==> config.mk <==
export PLATFORM = sky130hd
export DESIGN_NAME = mem_port_arbiter_flat
export DESIGN_NICKNAME = d
export VERILOG_FILES = /design/src/rtl/mem_port_arbiter_pkg.sv /design/src/rtl/mem_port_arbiter_if.sv /design/src/rtl/mem_port_arbiter_rr_arbiter_2.sv /design/src/rtl/mem_port_arbiter.sv /design/src/flat_wrapper.sv
export SDC_FILE = /design/constraint.sdc
export NUM_CORES = 1
export LEC_CHECK = 0
export BUFFER_PORTS_ARGS = -buffer_cell sky130_fd_sc_hd__buf_4
export CAP_MARGIN = 10
export CORE_AREA = 4 4 176 178
export DETAILED_ROUTE_END_ITERATION = 10
export DIE_AREA = 0 0 180 182
export GPL_TIMING_DRIVEN = 0
export MAX_ROUTING_LAYER = met4
export PLACE_DENSITY = 0.44
export SYNTH_ARGS = -nofsm -noshare
export SYNTH_HDL_FRONTEND = slang
export SYNTH_SLANG_ARGS = --single-unit
==> constraint.sdc <==
create_clock -name clk -period 1.2 [get_ports clk]
set_input_delay 0.06 -clock clk [delete_from_list [all_inputs] [get_ports clk]]
set_output_delay 0.06 -clock clk [all_outputs]
set_load 0.05 [all_outputs]
==> src/rtl/mem_port_arbiter_pkg.sv <==
// rtl/mem_port_arbiter_pkg.sv - shared types and AXI4-Lite constants for the memory port arbiter
package mem_port_arbiter_pkg;

  typedef enum logic [1:0] {R_IDLE, R_ADDR, R_RESP} rd_state_t;
  typedef enum logic [1:0] {W_IDLE, W_DATA, W_RESP} wr_state_t;

  localparam logic [1:0] AXI_RESP_OKAY   = 2'b00;
  localparam logic [1:0] AXI_RESP_SLVERR = 2'b10;

  localparam logic [2:0] AXI_PROT_DATA = 3'b010;
  localparam logic [2:0] AXI_PROT_INST = 3'b110;

endpackage

==> src/rtl/mem_port_arbiter_if.sv <==
// rtl/mem_port_arbiter_if.sv - AXI4-Lite bundle; master modport drives requests, slave modport answers them
interface mem_port_arbiter_if #(
  parameter int ADDR_WIDTH = 32,
  parameter int DATA_WIDTH = 32
);
  logic [ADDR_WIDTH-1:0]   araddr;
  logic [2:0]              arprot;
  logic                    arvalid;
  logic                    arready;
  logic [DATA_WIDTH-1:0]   rdata;
  logic [1:0]              rresp;
  logic                    rvalid;
  logic                    rready;
  logic [ADDR_WIDTH-1:0]   awaddr;
  logic [2:0]              awprot;
  logic                    awvalid;
  logic                    awready;
  logic [DATA_WIDTH-1:0]   wdata;
  logic [DATA_WIDTH/8-1:0] wstrb;
  logic                    wvalid;
  logic                    wready;
  logic [1:0]              bresp;
  logic                    bvalid;
  logic                    bready;

  modport master (
    output araddr, arprot, arvalid, input arready,
    input  rdata, rresp, rvalid, output rready,
    output awaddr, awprot, awvalid, input awready,
    output wdata, wstrb, wvalid, input wready,
    input  bresp, bvalid, output bready
  );

  modport slave (
    input  araddr, arprot, arvalid, output arready,
    output rdata, rresp, rvalid, input rready,
    input  awaddr, awprot, awvalid, output awready,
    input  wdata, wstrb, wvalid, output wready,
    output bresp, bvalid, input bready
  );
endinterface

==> src/rtl/mem_port_arbiter_rr_arbiter_2.sv <==
// rtl/mem_port_arbiter_rr_arbiter_2.sv - 2-way arbiter; round-robin, or fixed M1 priority under ARB_FIXED_PRIORITY_EN
module rr_arbiter_2 (
  input  logic       clk,
  input  logic       reset,
  input  logic [1:0] request,
  input  logic       advance,
  input  logic [1:0] served,
  output logic [1:0] grant
);

`ifdef ARB_FIXED_PRIORITY_EN
  logic unused;
  assign unused = ^{clk, reset, advance, served};

  always_comb begin
    grant = request[1] ? 2'b10 : {1'b0, request[0]};
  end
`else
  // Set means M1 wins a tie; after serving a master the other one gets the tie.
  logic prio_m1;

  always_ff @(posedge clk or posedge reset) begin
    if (reset) begin
      prio_m1 <= 1'b1;
    end else if (advance) begin
      prio_m1 <= served[0] & ~served[1];
    end
  end

  always_comb begin
    grant = request;
    if (request == 2'b11) begin
      grant = prio_m1 ? 2'b10 : 2'b01;
    end
  end
`endif

endmodule

==> src/rtl/mem_port_arbiter.sv <==
// rtl/mem_port_arbiter.sv - 2:1 AXI4-Lite arbiter, fetch (M0) and data (M1) sharing one memory port
// Optional build macro: ARB_FIXED_PRIORITY_EN (fixed M1 priority instead of round-robin).
module mem_port_arbiter
  import mem_port_arbiter_pkg::*;
#(
  parameter int ADDR_WIDTH = 32,
  parameter int DATA_WIDTH = 32
) (
  input  logic                clk,
  input  logic                reset,
  mem_port_arbiter_if.slave   m0_axi,
  mem_port_arbiter_if.slave   m1_axi,
  mem_port_arbiter_if.master  s_axi
);

  rd_state_t rd_state;
  wr_state_t wr_state;
  logic      rd_sel;
  logic      wr_sel;
  logic      aw_done;
  logic      w_done;

  logic [1:0] rd_req, wr_req, rd_grant, wr_grant;
  logic       rd_addr_hs, rd_resp_hs, aw_hs, w_hs, wr_resp_hs;

  logic [ADDR_WIDTH-1:0]   rd_addr_mux;
  logic [ADDR_WIDTH-1:0]   wr_addr_mux;
  logic [DATA_WIDTH-1:0]   wr_data_mux;
  logic [DATA_WIDTH/8-1:0] wr_strb_mux;

  // W may arrive before AW, so either channel counts as a write request.
  assign rd_req = {m1_axi.arvalid, m0_axi.arvalid};
  assign wr_req = {m1_axi.awvalid | m1_axi.wvalid, m0_axi.awvalid | m0_axi.wvalid};

  assign rd_addr_hs = s_axi.arvalid && s_axi.arready;
  assign rd_resp_hs = (rd_state == R_RESP) && s_axi.rvalid && s_axi.rready;
  assign aw_hs      = s_axi.awvalid && s_axi.awready;
  assign w_hs       = s_axi.wvalid && s_axi.wready;
  assign wr_resp_hs = (wr_state == W_RESP) && s_axi.bvalid && s_axi.bready;

  rr_arbiter_2 u_rd_arb (
    .clk     (clk),
    .reset   (reset),
    .request (rd_req),
    .advance (rd_resp_hs),
    .served  ({rd_sel, ~rd_sel}),
    .grant   (rd_grant)
  );

  rr_arbiter_2 u_wr_arb (
    .clk     (clk),
    .reset   (reset),
    .request (wr_req),
    .advance (wr_resp_hs),
    .served  ({wr_sel, ~wr_sel}),
    .grant   (wr_grant)
  );

  always_ff @(posedge clk or posedge reset) begin
    if (reset) begin
      rd_state <= R_IDLE;
      rd_sel   <= 1'b0;
    end else begin
      case (rd_state)
        R_IDLE: if (|rd_req) begin
          rd_sel   <= rd_grant[1];
          rd_state <= R_ADDR;
        end
        R_ADDR:  if (rd_addr_hs) rd_state <= R_RESP;
        R_RESP:  if (rd_resp_hs) rd_state <= R_IDLE;
        default: rd_state <= R_IDLE;
      endcase
    end
  end

  always_ff @(posedge clk or posedge reset) begin
    if (reset) begin
      wr_state <= W_IDLE;
      wr_sel   <= 1'b0;
      aw_done  <= 1'b0;
      w_done   <= 1'b0;
    end else begin
      case (wr_state)
        W_IDLE: if (|wr_req) begin
          wr_sel   <= wr_grant[1];
          aw_done  <= 1'b0;
          w_done   <= 1'b0;
          wr_state <= W_DATA;
        end
        W_DATA: begin
          if ((aw_done || aw_hs) && (w_done || w_hs)) begin
            wr_state <= W_RESP;
          end else begin
            if (aw_hs) aw_done <= 1'b1;
            if (w_hs)  w_done  <= 1'b1;
          end
        end
        W_RESP:  if (wr_resp_hs) wr_state <= W_IDLE;
        default: wr_state <= W_IDLE;
      endcase
    end
  end

  always_comb begin
    rd_addr_mux    = rd_sel ? m1_axi.araddr : m0_axi.araddr;
    s_axi.araddr   = '0;
    s_axi.arprot   = '0;
    s_axi.arvalid  = 1'b0;
    s_axi.rready   = 1'b0;
    m0_axi.arready = 1'b0;
    m0_axi.rdata   = '0;
    m0_axi.rresp   = '0;
    m0_axi.rvalid  = 1'b0;
    m1_axi.arready = 1'b0;
    m1_axi.rdata   = '0;
    m1_axi.rresp   = '0;
    m1_axi.rvalid  = 1'b0;
    if (rd_state == R_ADDR) begin
      s_axi.araddr  = rd_addr_mux;
      s_axi.arprot  = rd_sel ? m1_axi.arprot  : m0_axi.arprot;
      s_axi.arvalid = rd_sel ? m1_axi.arvalid : m0_axi.arvalid;
      if (rd_sel) m1_axi.arready = s_axi.arready;
      else        m0_axi.arready = s_axi.arready;
    end
    if (rd_state == R_RESP) begin
      s_axi.rready = rd_sel ? m1_axi.rready : m0_axi.rready;
      if (rd_sel) begin
        m1_axi.rdata  = s_axi.rdata;
        m1_axi.rresp  = s_axi.rresp;
        m1_axi.rvalid = s_axi.rvalid;
      end else begin
        m0_axi.rdata  = s_axi.rdata;
        m0_axi.rresp  = s_axi.rresp;
        m0_axi.rvalid = s_axi.rvalid;
      end
    end
  end

  always_comb begin
    wr_addr_mux    = wr_sel ? m1_axi.awaddr : m0_axi.awaddr;
    wr_data_mux    = wr_sel ? m1_axi.wdata  : m0_axi.wdata;
    wr_strb_mux    = wr_sel ? m1_axi.wstrb  : m0_axi.wstrb;
    s_axi.awaddr   = '0;
    s_axi.awprot   = '0;
    s_axi.awvalid  = 1'b0;
    s_axi.wdata    = '0;
    s_axi.wstrb    = '0;
    s_axi.wvalid   = 1'b0;
    s_axi.bready   = 1'b0;
    m0_axi.awready = 1'b0;
    m0_axi.wready  = 1'b0;
    m0_axi.bresp   = '0;
    m0_axi.bvalid  = 1'b0;
    m1_axi.awready = 1'b0;
    m1_axi.wready  = 1'b0;
    m1_axi.bresp   = '0;
    m1_axi.bvalid  = 1'b0;
    if (wr_state == W_DATA) begin
      // Completed channels are masked so each beat reaches the slave only once.
      s_axi.awaddr  = wr_addr_mux;
      s_axi.awprot  = wr_sel ? m1_axi.awprot : m0_axi.awprot;
      s_axi.awvalid = (wr_sel ? m1_axi.awvalid : m0_axi.awvalid) && !aw_done;
      s_axi.wdata   = wr_data_mux;
      s_axi.wstrb   = wr_strb_mux;
      s_axi.wvalid  = (wr_sel ? m1_axi.wvalid : m0_axi.wvalid) && !w_done;
      if (wr_sel) begin
        m1_axi.awready = s_axi.awready && !aw_done;
        m1_axi.wready  = s_axi.wready && !w_done;
      end else begin
        m0_axi.awready = s_axi.awready && !aw_done;
        m0_axi.wready  = s_axi.wready && !w_done;
      end
    end
    if (wr_state == W_RESP) begin
      s_axi.bready = wr_sel ? m1_axi.bready : m0_axi.bready;
      if (wr_sel) begin
        m1_axi.bresp  = s_axi.bresp;
        m1_axi.bvalid = s_axi.bvalid;
      end else begin
        m0_axi.bresp  = s_axi.bresp;
        m0_axi.bvalid = s_axi.bvalid;
      end
    end
  end

endmodule

==> src/flat_wrapper.sv <==
// flat-port wrapper written by rule: the top's interface ports become plain ports
module mem_port_arbiter_flat import mem_port_arbiter_pkg::*;
#(
  parameter int ADDR_WIDTH = 32,
  parameter int DATA_WIDTH = 32
)
  (clk, reset, m0_axi_araddr, m0_axi_arprot, m0_axi_arvalid, m0_axi_arready, m0_axi_rdata, m0_axi_rresp, m0_axi_rvalid, m0_axi_rready, m0_axi_awaddr, m0_axi_awprot, m0_axi_awvalid, m0_axi_awready, m0_axi_wdata, m0_axi_wstrb, m0_axi_wvalid, m0_axi_wready, m0_axi_bresp, m0_axi_bvalid, m0_axi_bready, m1_axi_araddr, m1_axi_arprot, m1_axi_arvalid, m1_axi_arready, m1_axi_rdata, m1_axi_rresp, m1_axi_rvalid, m1_axi_rready, m1_axi_awaddr, m1_axi_awprot, m1_axi_awvalid, m1_axi_awready, m1_axi_wdata, m1_axi_wstrb, m1_axi_wvalid, m1_axi_wready, m1_axi_bresp, m1_axi_bvalid, m1_axi_bready, s_axi_araddr, s_axi_arprot, s_axi_arvalid, s_axi_arready, s_axi_rdata, s_axi_rresp, s_axi_rvalid, s_axi_rready, s_axi_awaddr, s_axi_awprot, s_axi_awvalid, s_axi_awready, s_axi_wdata, s_axi_wstrb, s_axi_wvalid, s_axi_wready, s_axi_bresp, s_axi_bvalid, s_axi_bready);
  mem_port_arbiter_if #(.ADDR_WIDTH(ADDR_WIDTH), .DATA_WIDTH(DATA_WIDTH)) m0_axi_i ();
  mem_port_arbiter_if #(.ADDR_WIDTH(ADDR_WIDTH), .DATA_WIDTH(DATA_WIDTH)) m1_axi_i ();
  mem_port_arbiter_if #(.ADDR_WIDTH(ADDR_WIDTH), .DATA_WIDTH(DATA_WIDTH)) s_axi_i ();
  input  logic clk;
  input  logic reset;
  input wire logic [$bits(m0_axi_i.araddr)-1:0] m0_axi_araddr;
  input wire logic [$bits(m0_axi_i.arprot)-1:0] m0_axi_arprot;
  input wire logic [$bits(m0_axi_i.arvalid)-1:0] m0_axi_arvalid;
  output wire logic [$bits(m0_axi_i.arready)-1:0] m0_axi_arready;
  output wire logic [$bits(m0_axi_i.rdata)-1:0] m0_axi_rdata;
  output wire logic [$bits(m0_axi_i.rresp)-1:0] m0_axi_rresp;
  output wire logic [$bits(m0_axi_i.rvalid)-1:0] m0_axi_rvalid;
  input wire logic [$bits(m0_axi_i.rready)-1:0] m0_axi_rready;
  input wire logic [$bits(m0_axi_i.awaddr)-1:0] m0_axi_awaddr;
  input wire logic [$bits(m0_axi_i.awprot)-1:0] m0_axi_awprot;
  input wire logic [$bits(m0_axi_i.awvalid)-1:0] m0_axi_awvalid;
  output wire logic [$bits(m0_axi_i.awready)-1:0] m0_axi_awready;
  input wire logic [$bits(m0_axi_i.wdata)-1:0] m0_axi_wdata;
  input wire logic [$bits(m0_axi_i.wstrb)-1:0] m0_axi_wstrb;
  input wire logic [$bits(m0_axi_i.wvalid)-1:0] m0_axi_wvalid;
  output wire logic [$bits(m0_axi_i.wready)-1:0] m0_axi_wready;
  output wire logic [$bits(m0_axi_i.bresp)-1:0] m0_axi_bresp;
  output wire logic [$bits(m0_axi_i.bvalid)-1:0] m0_axi_bvalid;
  input wire logic [$bits(m0_axi_i.bready)-1:0] m0_axi_bready;
  input wire logic [$bits(m1_axi_i.araddr)-1:0] m1_axi_araddr;
  input wire logic [$bits(m1_axi_i.arprot)-1:0] m1_axi_arprot;
  input wire logic [$bits(m1_axi_i.arvalid)-1:0] m1_axi_arvalid;
  output wire logic [$bits(m1_axi_i.arready)-1:0] m1_axi_arready;
  output wire logic [$bits(m1_axi_i.rdata)-1:0] m1_axi_rdata;
  output wire logic [$bits(m1_axi_i.rresp)-1:0] m1_axi_rresp;
  output wire logic [$bits(m1_axi_i.rvalid)-1:0] m1_axi_rvalid;
  input wire logic [$bits(m1_axi_i.rready)-1:0] m1_axi_rready;
  input wire logic [$bits(m1_axi_i.awaddr)-1:0] m1_axi_awaddr;
  input wire logic [$bits(m1_axi_i.awprot)-1:0] m1_axi_awprot;
  input wire logic [$bits(m1_axi_i.awvalid)-1:0] m1_axi_awvalid;
  output wire logic [$bits(m1_axi_i.awready)-1:0] m1_axi_awready;
  input wire logic [$bits(m1_axi_i.wdata)-1:0] m1_axi_wdata;
  input wire logic [$bits(m1_axi_i.wstrb)-1:0] m1_axi_wstrb;
  input wire logic [$bits(m1_axi_i.wvalid)-1:0] m1_axi_wvalid;
  output wire logic [$bits(m1_axi_i.wready)-1:0] m1_axi_wready;
  output wire logic [$bits(m1_axi_i.bresp)-1:0] m1_axi_bresp;
  output wire logic [$bits(m1_axi_i.bvalid)-1:0] m1_axi_bvalid;
  input wire logic [$bits(m1_axi_i.bready)-1:0] m1_axi_bready;
  output wire logic [$bits(s_axi_i.araddr)-1:0] s_axi_araddr;
  output wire logic [$bits(s_axi_i.arprot)-1:0] s_axi_arprot;
  output wire logic [$bits(s_axi_i.arvalid)-1:0] s_axi_arvalid;
  input wire logic [$bits(s_axi_i.arready)-1:0] s_axi_arready;
  input wire logic [$bits(s_axi_i.rdata)-1:0] s_axi_rdata;
  input wire logic [$bits(s_axi_i.rresp)-1:0] s_axi_rresp;
  input wire logic [$bits(s_axi_i.rvalid)-1:0] s_axi_rvalid;
  output wire logic [$bits(s_axi_i.rready)-1:0] s_axi_rready;
  output wire logic [$bits(s_axi_i.awaddr)-1:0] s_axi_awaddr;
  output wire logic [$bits(s_axi_i.awprot)-1:0] s_axi_awprot;
  output wire logic [$bits(s_axi_i.awvalid)-1:0] s_axi_awvalid;
  input wire logic [$bits(s_axi_i.awready)-1:0] s_axi_awready;
  output wire logic [$bits(s_axi_i.wdata)-1:0] s_axi_wdata;
  output wire logic [$bits(s_axi_i.wstrb)-1:0] s_axi_wstrb;
  output wire logic [$bits(s_axi_i.wvalid)-1:0] s_axi_wvalid;
  input wire logic [$bits(s_axi_i.wready)-1:0] s_axi_wready;
  input wire logic [$bits(s_axi_i.bresp)-1:0] s_axi_bresp;
  input wire logic [$bits(s_axi_i.bvalid)-1:0] s_axi_bvalid;
  output wire logic [$bits(s_axi_i.bready)-1:0] s_axi_bready;
  assign m0_axi_i.araddr = m0_axi_araddr;
  assign m0_axi_i.arprot = m0_axi_arprot;
  assign m0_axi_i.arvalid = m0_axi_arvalid;
  assign m0_axi_arready = m0_axi_i.arready;
  assign m0_axi_rdata = m0_axi_i.rdata;
  assign m0_axi_rresp = m0_axi_i.rresp;
  assign m0_axi_rvalid = m0_axi_i.rvalid;
  assign m0_axi_i.rready = m0_axi_rready;
  assign m0_axi_i.awaddr = m0_axi_awaddr;
  assign m0_axi_i.awprot = m0_axi_awprot;
  assign m0_axi_i.awvalid = m0_axi_awvalid;
  assign m0_axi_awready = m0_axi_i.awready;
  assign m0_axi_i.wdata = m0_axi_wdata;
  assign m0_axi_i.wstrb = m0_axi_wstrb;
  assign m0_axi_i.wvalid = m0_axi_wvalid;
  assign m0_axi_wready = m0_axi_i.wready;
  assign m0_axi_bresp = m0_axi_i.bresp;
  assign m0_axi_bvalid = m0_axi_i.bvalid;
  assign m0_axi_i.bready = m0_axi_bready;
  assign m1_axi_i.araddr = m1_axi_araddr;
  assign m1_axi_i.arprot = m1_axi_arprot;
  assign m1_axi_i.arvalid = m1_axi_arvalid;
  assign m1_axi_arready = m1_axi_i.arready;
  assign m1_axi_rdata = m1_axi_i.rdata;
  assign m1_axi_rresp = m1_axi_i.rresp;
  assign m1_axi_rvalid = m1_axi_i.rvalid;
  assign m1_axi_i.rready = m1_axi_rready;
  assign m1_axi_i.awaddr = m1_axi_awaddr;
  assign m1_axi_i.awprot = m1_axi_awprot;
  assign m1_axi_i.awvalid = m1_axi_awvalid;
  assign m1_axi_awready = m1_axi_i.awready;
  assign m1_axi_i.wdata = m1_axi_wdata;
  assign m1_axi_i.wstrb = m1_axi_wstrb;
  assign m1_axi_i.wvalid = m1_axi_wvalid;
  assign m1_axi_wready = m1_axi_i.wready;
  assign m1_axi_bresp = m1_axi_i.bresp;
  assign m1_axi_bvalid = m1_axi_i.bvalid;
  assign m1_axi_i.bready = m1_axi_bready;
  assign s_axi_araddr = s_axi_i.araddr;
  assign s_axi_arprot = s_axi_i.arprot;
  assign s_axi_arvalid = s_axi_i.arvalid;
  assign s_axi_i.arready = s_axi_arready;
  assign s_axi_i.rdata = s_axi_rdata;
  assign s_axi_i.rresp = s_axi_rresp;
  assign s_axi_i.rvalid = s_axi_rvalid;
  assign s_axi_rready = s_axi_i.rready;
  assign s_axi_awaddr = s_axi_i.awaddr;
  assign s_axi_awprot = s_axi_i.awprot;
  assign s_axi_awvalid = s_axi_i.awvalid;
  assign s_axi_i.awready = s_axi_awready;
  assign s_axi_wdata = s_axi_i.wdata;
  assign s_axi_wstrb = s_axi_i.wstrb;
  assign s_axi_wvalid = s_axi_i.wvalid;
  assign s_axi_i.wready = s_axi_wready;
  assign s_axi_i.bresp = s_axi_bresp;
  assign s_axi_i.bvalid = s_axi_bvalid;
  assign s_axi_bready = s_axi_i.bready;
  mem_port_arbiter #(.ADDR_WIDTH(ADDR_WIDTH), .DATA_WIDTH(DATA_WIDTH)) u_core (.clk(clk), .reset(reset), .m0_axi(m0_axi_i), .m1_axi(m1_axi_i), .s_axi(s_axi_i));
endmodule
==> flow_metrics.env <==
export IMPL_finalWirelength_um=23500
export IMPL_wl_met3_um=1200
export IMPL_fmax_mhz=599
export IMPL_num_io_pins=458
export IMPL_synth_edf_count=0
export IMPL_power_internal_uw=16100
export IMPL_ys_ff_latch=10
export IMPL_finalCritPeriodShare=1.39
export IMPL_fin_ws_ns=-0.469
export IMPL_fp_coreArea_sq_um=29400
export IMPL_p_leak_uw=0.00494
export IMPL_yosys_top_cells_area="mux2i_1 39%, and2_1 16%, nor2_1 16%"
export IMPL_postPlaceCellArea_sq_um=7980
export IMPL_p_per_area_nw_per_um2=2850
export IMPL_synth_cell_types=36
export IMPL_final_nets=1189
export IMPL_worstMarginPinSlew_ns=0.413
export IMPL_met1Wirelength_um=8630
export IMPL_grt_pass1_vias=5370
export IMPL_finalPower_uw=33500
export IMPL_final_antenna_net_count=0
export IMPL_dp_cells=1245
export IMPL_die_area_sq_um=32800
export IMPL_die_w_um=180
export IMPL_wl_per_cell_um=17.9
export IMPL_final_min_clock_period_ns=1.67
export IMPL_ys_warn_count=0
export IMPL_placementRows=63
export IMPL_hold_depth=2
export IMPL_initial_utilization=0.0943
export IMPL_synth_simple_area_share=0.391
export IMPL_cp_max_fo=6
export IMPL_cp_start_kind="register"
export IMPL_cts_root_buf="clkbuf_16"
export IMPL_criticalPathCategory="register to output pin"
export IMPL_grt_overflow=0
export IMPL_vias=5005
export IMPL_cts_clk_slew_worst_paths_ns=0.04
export IMPL_finalInstanceArea_sq_um=11800
export IMPL_r2r_start="u_core.wr_sel$_DFFE_PP0P_"
export IMPL_synth_compound_area_frac=0.0460
export IMPL_synth_top_family_by_area="multiplexers"
export IMPL_crit_required_ns=1.14
export IMPL_pwr_share_seq=0.020
export IMPL_netlist_area_leader_share=0.393
export IMPL_grt_max_degree=12
export IMPL_portBuffers=457
export IMPL_cap_violations=0
export IMPL_first_pass_iters=4
export IMPL_synthXorXnorAreaFrac=0
export IMPL_hold_worst_slack_ns=0.0728
export IMPL_synthMuxAreaShare=0.401
export IMPL_crit_arrival_ns=1.61
export IMPL_hold_violations=0
export IMPL_hold_path_endpoint="u_core.rd_sel$_DFFE_PP0P_"
export IMPL_p_comb_frac=0.960
export IMPL_rrSetupSlack_ns=-0.34
export IMPL_synth_commonest_cells="118 x nor2_1, 109 x mux2i_1, 73 x and2_1, 22 x buf_2, 10 x and3_1"
export IMPL_stdcell_count=1314
export IMPL_grt_pass1_wl_um=33400
export IMPL_min_from="m0_axi_arvalid"
export IMPL_setup_viol=198
export IMPL_violations="setup timing"
export IMPL_die_h_um=182
export IMPL_synth_fa_ha_area_frac=0
export IMPL_synth_seq_area_share=0.0911
export IMPL_dp_hpwl_um=18200
export IMPL_rsz0062_at_grt="true"
export IMPL_clock_latency_ns=0.23
export IMPL_syn_inst=398
export IMPL_synth_top_flop_cell="dfrtp_1"
export IMPL_avgSynthCellArea_sq_um=6.97
export IMPL_ir_drop_uv=2050
export IMPL_synth_area_sq_um=2770
export IMPL_final_layout_size_suffix_gt1_frac=0.958
export IMPL_p_sw_uw=17400
export IMPL_fin_setup_tns_ns=-71.61
export IMPL_area_growth_pct=324
export IMPL_syn_nets=663
export IMPL_viasPerCell=3.81
export IMPL_netSwitchingFraction=0.518
export IMPL_drv_slew=0
export IMPL_cts_path_max_buffers=2
export IMPL_yosys_area_top_type="mux2i_1"
export IMPL_highest_signal_layer="met4"
export IMPL_route_detailed_drc=0
export IMPL_numCtsBuffers=3
export IMPL_hp_class="input pin to register"
export IMPL_r2r_end="u_core.wr_state[0]$_DFFE_PP0P_"
export IMPL_synth_most_common_cell="nor2_1"
export IMPL_async_flop_share=1.00
export IMPL_antenna_found_initial=1
export IMPL_tritoncts="built"
export IMPL_slew_headroom=0.725
export IMPL_end_kind="output pin"
export IMPL_wl_met2_um=13100
export IMPL_ctsHtreeMaxLevel=1
export IMPL_groute_usage_overall=0.135
export IMPL_cts_sinks=10
export IMPL_status="finished with violations"
export IMPL_skew_ns=0.000566
export IMPL_first_iter_violations=79
export IMPL_ff2ff_path_depth=5
export IMPL_pwr_share_clk=0.019
export IMPL_finalWeightedCongestion=0.823
[kinds of logic (layout without fill, tap and decap cells)]
group / after synthesis / in the layout
AOI/OAI and AO/OA: 17 / 17
DFF: 10 / 10
buffers and inverters: 38 / 563
other: 0 / 1
muxes: 111 / 111
and+or+nand+nor: 222 / 222
[worst max-delay path by stage]
stage                                         from               end  slack [ns]  depth (start not counted)
floorplan           u_core.wr_state[1]$_DFFE_PP0P_   s_axi_wdata[14]       -0.14                          4
global placement         u_core.wr_sel$_DFFE_PP0P_   s_axi_wdata[20]       -0.36                          6
detailed placement       u_core.wr_sel$_DFFE_PP0P_   s_axi_wdata[20]       -0.34                          6
CTS                      u_core.rd_sel$_DFFE_PP0P_  m1_axi_rdata[27]       -0.49                          7
global route             u_core.wr_sel$_DFFE_PP0P_      s_axi_bready       -0.51                          6
finish                   u_core.wr_sel$_DFFE_PP0P_      s_axi_bready       -0.47                          6
[cells in the final DEF, fill, tap and decap left out, types with 3 or more instances in the layout]
cell       netlist  routed
nand2b_4         0       3
nand2_1          5       4
buf_8            0     155
buf_4            5     309
clkbuf_16        0      10
inv_1            4       3
buf_16           0      15
nor2_1         118       4
buf_12           0      29
dfrtp_2          0       4
mux2i_4          0      86
mux2i_2          0      21
o21ai_1          3       4
nor2_4           0     112
and3_4           0       8
and2_4           0      72
buf_6            1      37
dfrtp_1          8       4
[stage by stage]
stage                     setup slack, ns  utilization
after floorplan                    -0.138            -
after global placement             -0.362        0.271
after detailed placement           -0.342        0.271
after CTS                          -0.492        0.377
after global routing               -0.513        0.400
final                              -0.469        0.400
[final cells by class]
class | count | area, sq um
clock buffers | 4 | 88.8
well taps | 390 | 488
diodes | 1 | 2.50
fillers | 2771 | 17600
repair buffers | 522 | 5630
plain buffers | 32 | 617
multi-input cells | 350 | 4640
inverters | 5 | 31.3
flip-flops and latches | 10 | 258
[registers in the layout (all words and copies together), names as in the netlist]
register                 cells
u_core.rd_state              2
u_core.wr_sel                1
u_core.u_wr_arb.prio_m1      1
u_core.rd_sel                1
u_core.u_rd_arb.prio_m1      1
u_core.aw_done               1
u_core.w_done                1
u_core.wr_state              2
[what timing repair did]
| item | 4_1_cts | 5_1_grt |
|---|---|---|
| endpoints found under the hold margin | 8 | 0 |
| pin swaps | 72 | 58 |
| hold buffers | 1 | 0 |
| gates cloned | 18 | 3 |
| endpoints found under the setup margin | 200 | 202 |
| buffers inserted | 37 | 13 |
| resized for setup | 497 | 148 |
[power groups by stage]
stage / sequential, uW / combinational, uW / clock (uW)
final: 682 / 32200 / 653
after global routing: 710 / 33300 / 690
after CTS: 680 / 30400 / 671
after detailed placement: 686 / 21900 / 0
after global placement: 685 / 22000 / 0
after floorplan: 621 / 16400 / 0
[worst max-delay path, cell delays in order, from the launching register on]
cell,delay [ns]
dfrtp_1,0.37
buf_8,0.14
buf_8,0.14
buf_6,0.12
mux2_4,0.30
and2_4,0.16
buf_8,0.14
[layer usage]
metal	vias to the layer above	global-route usage
li1	2419	-
met1	2340	0.151
met2	214	0.251
met3	32	0.0198
met4	0	0.0338
met5	-	-
Power figures use the tool's default switching activity.
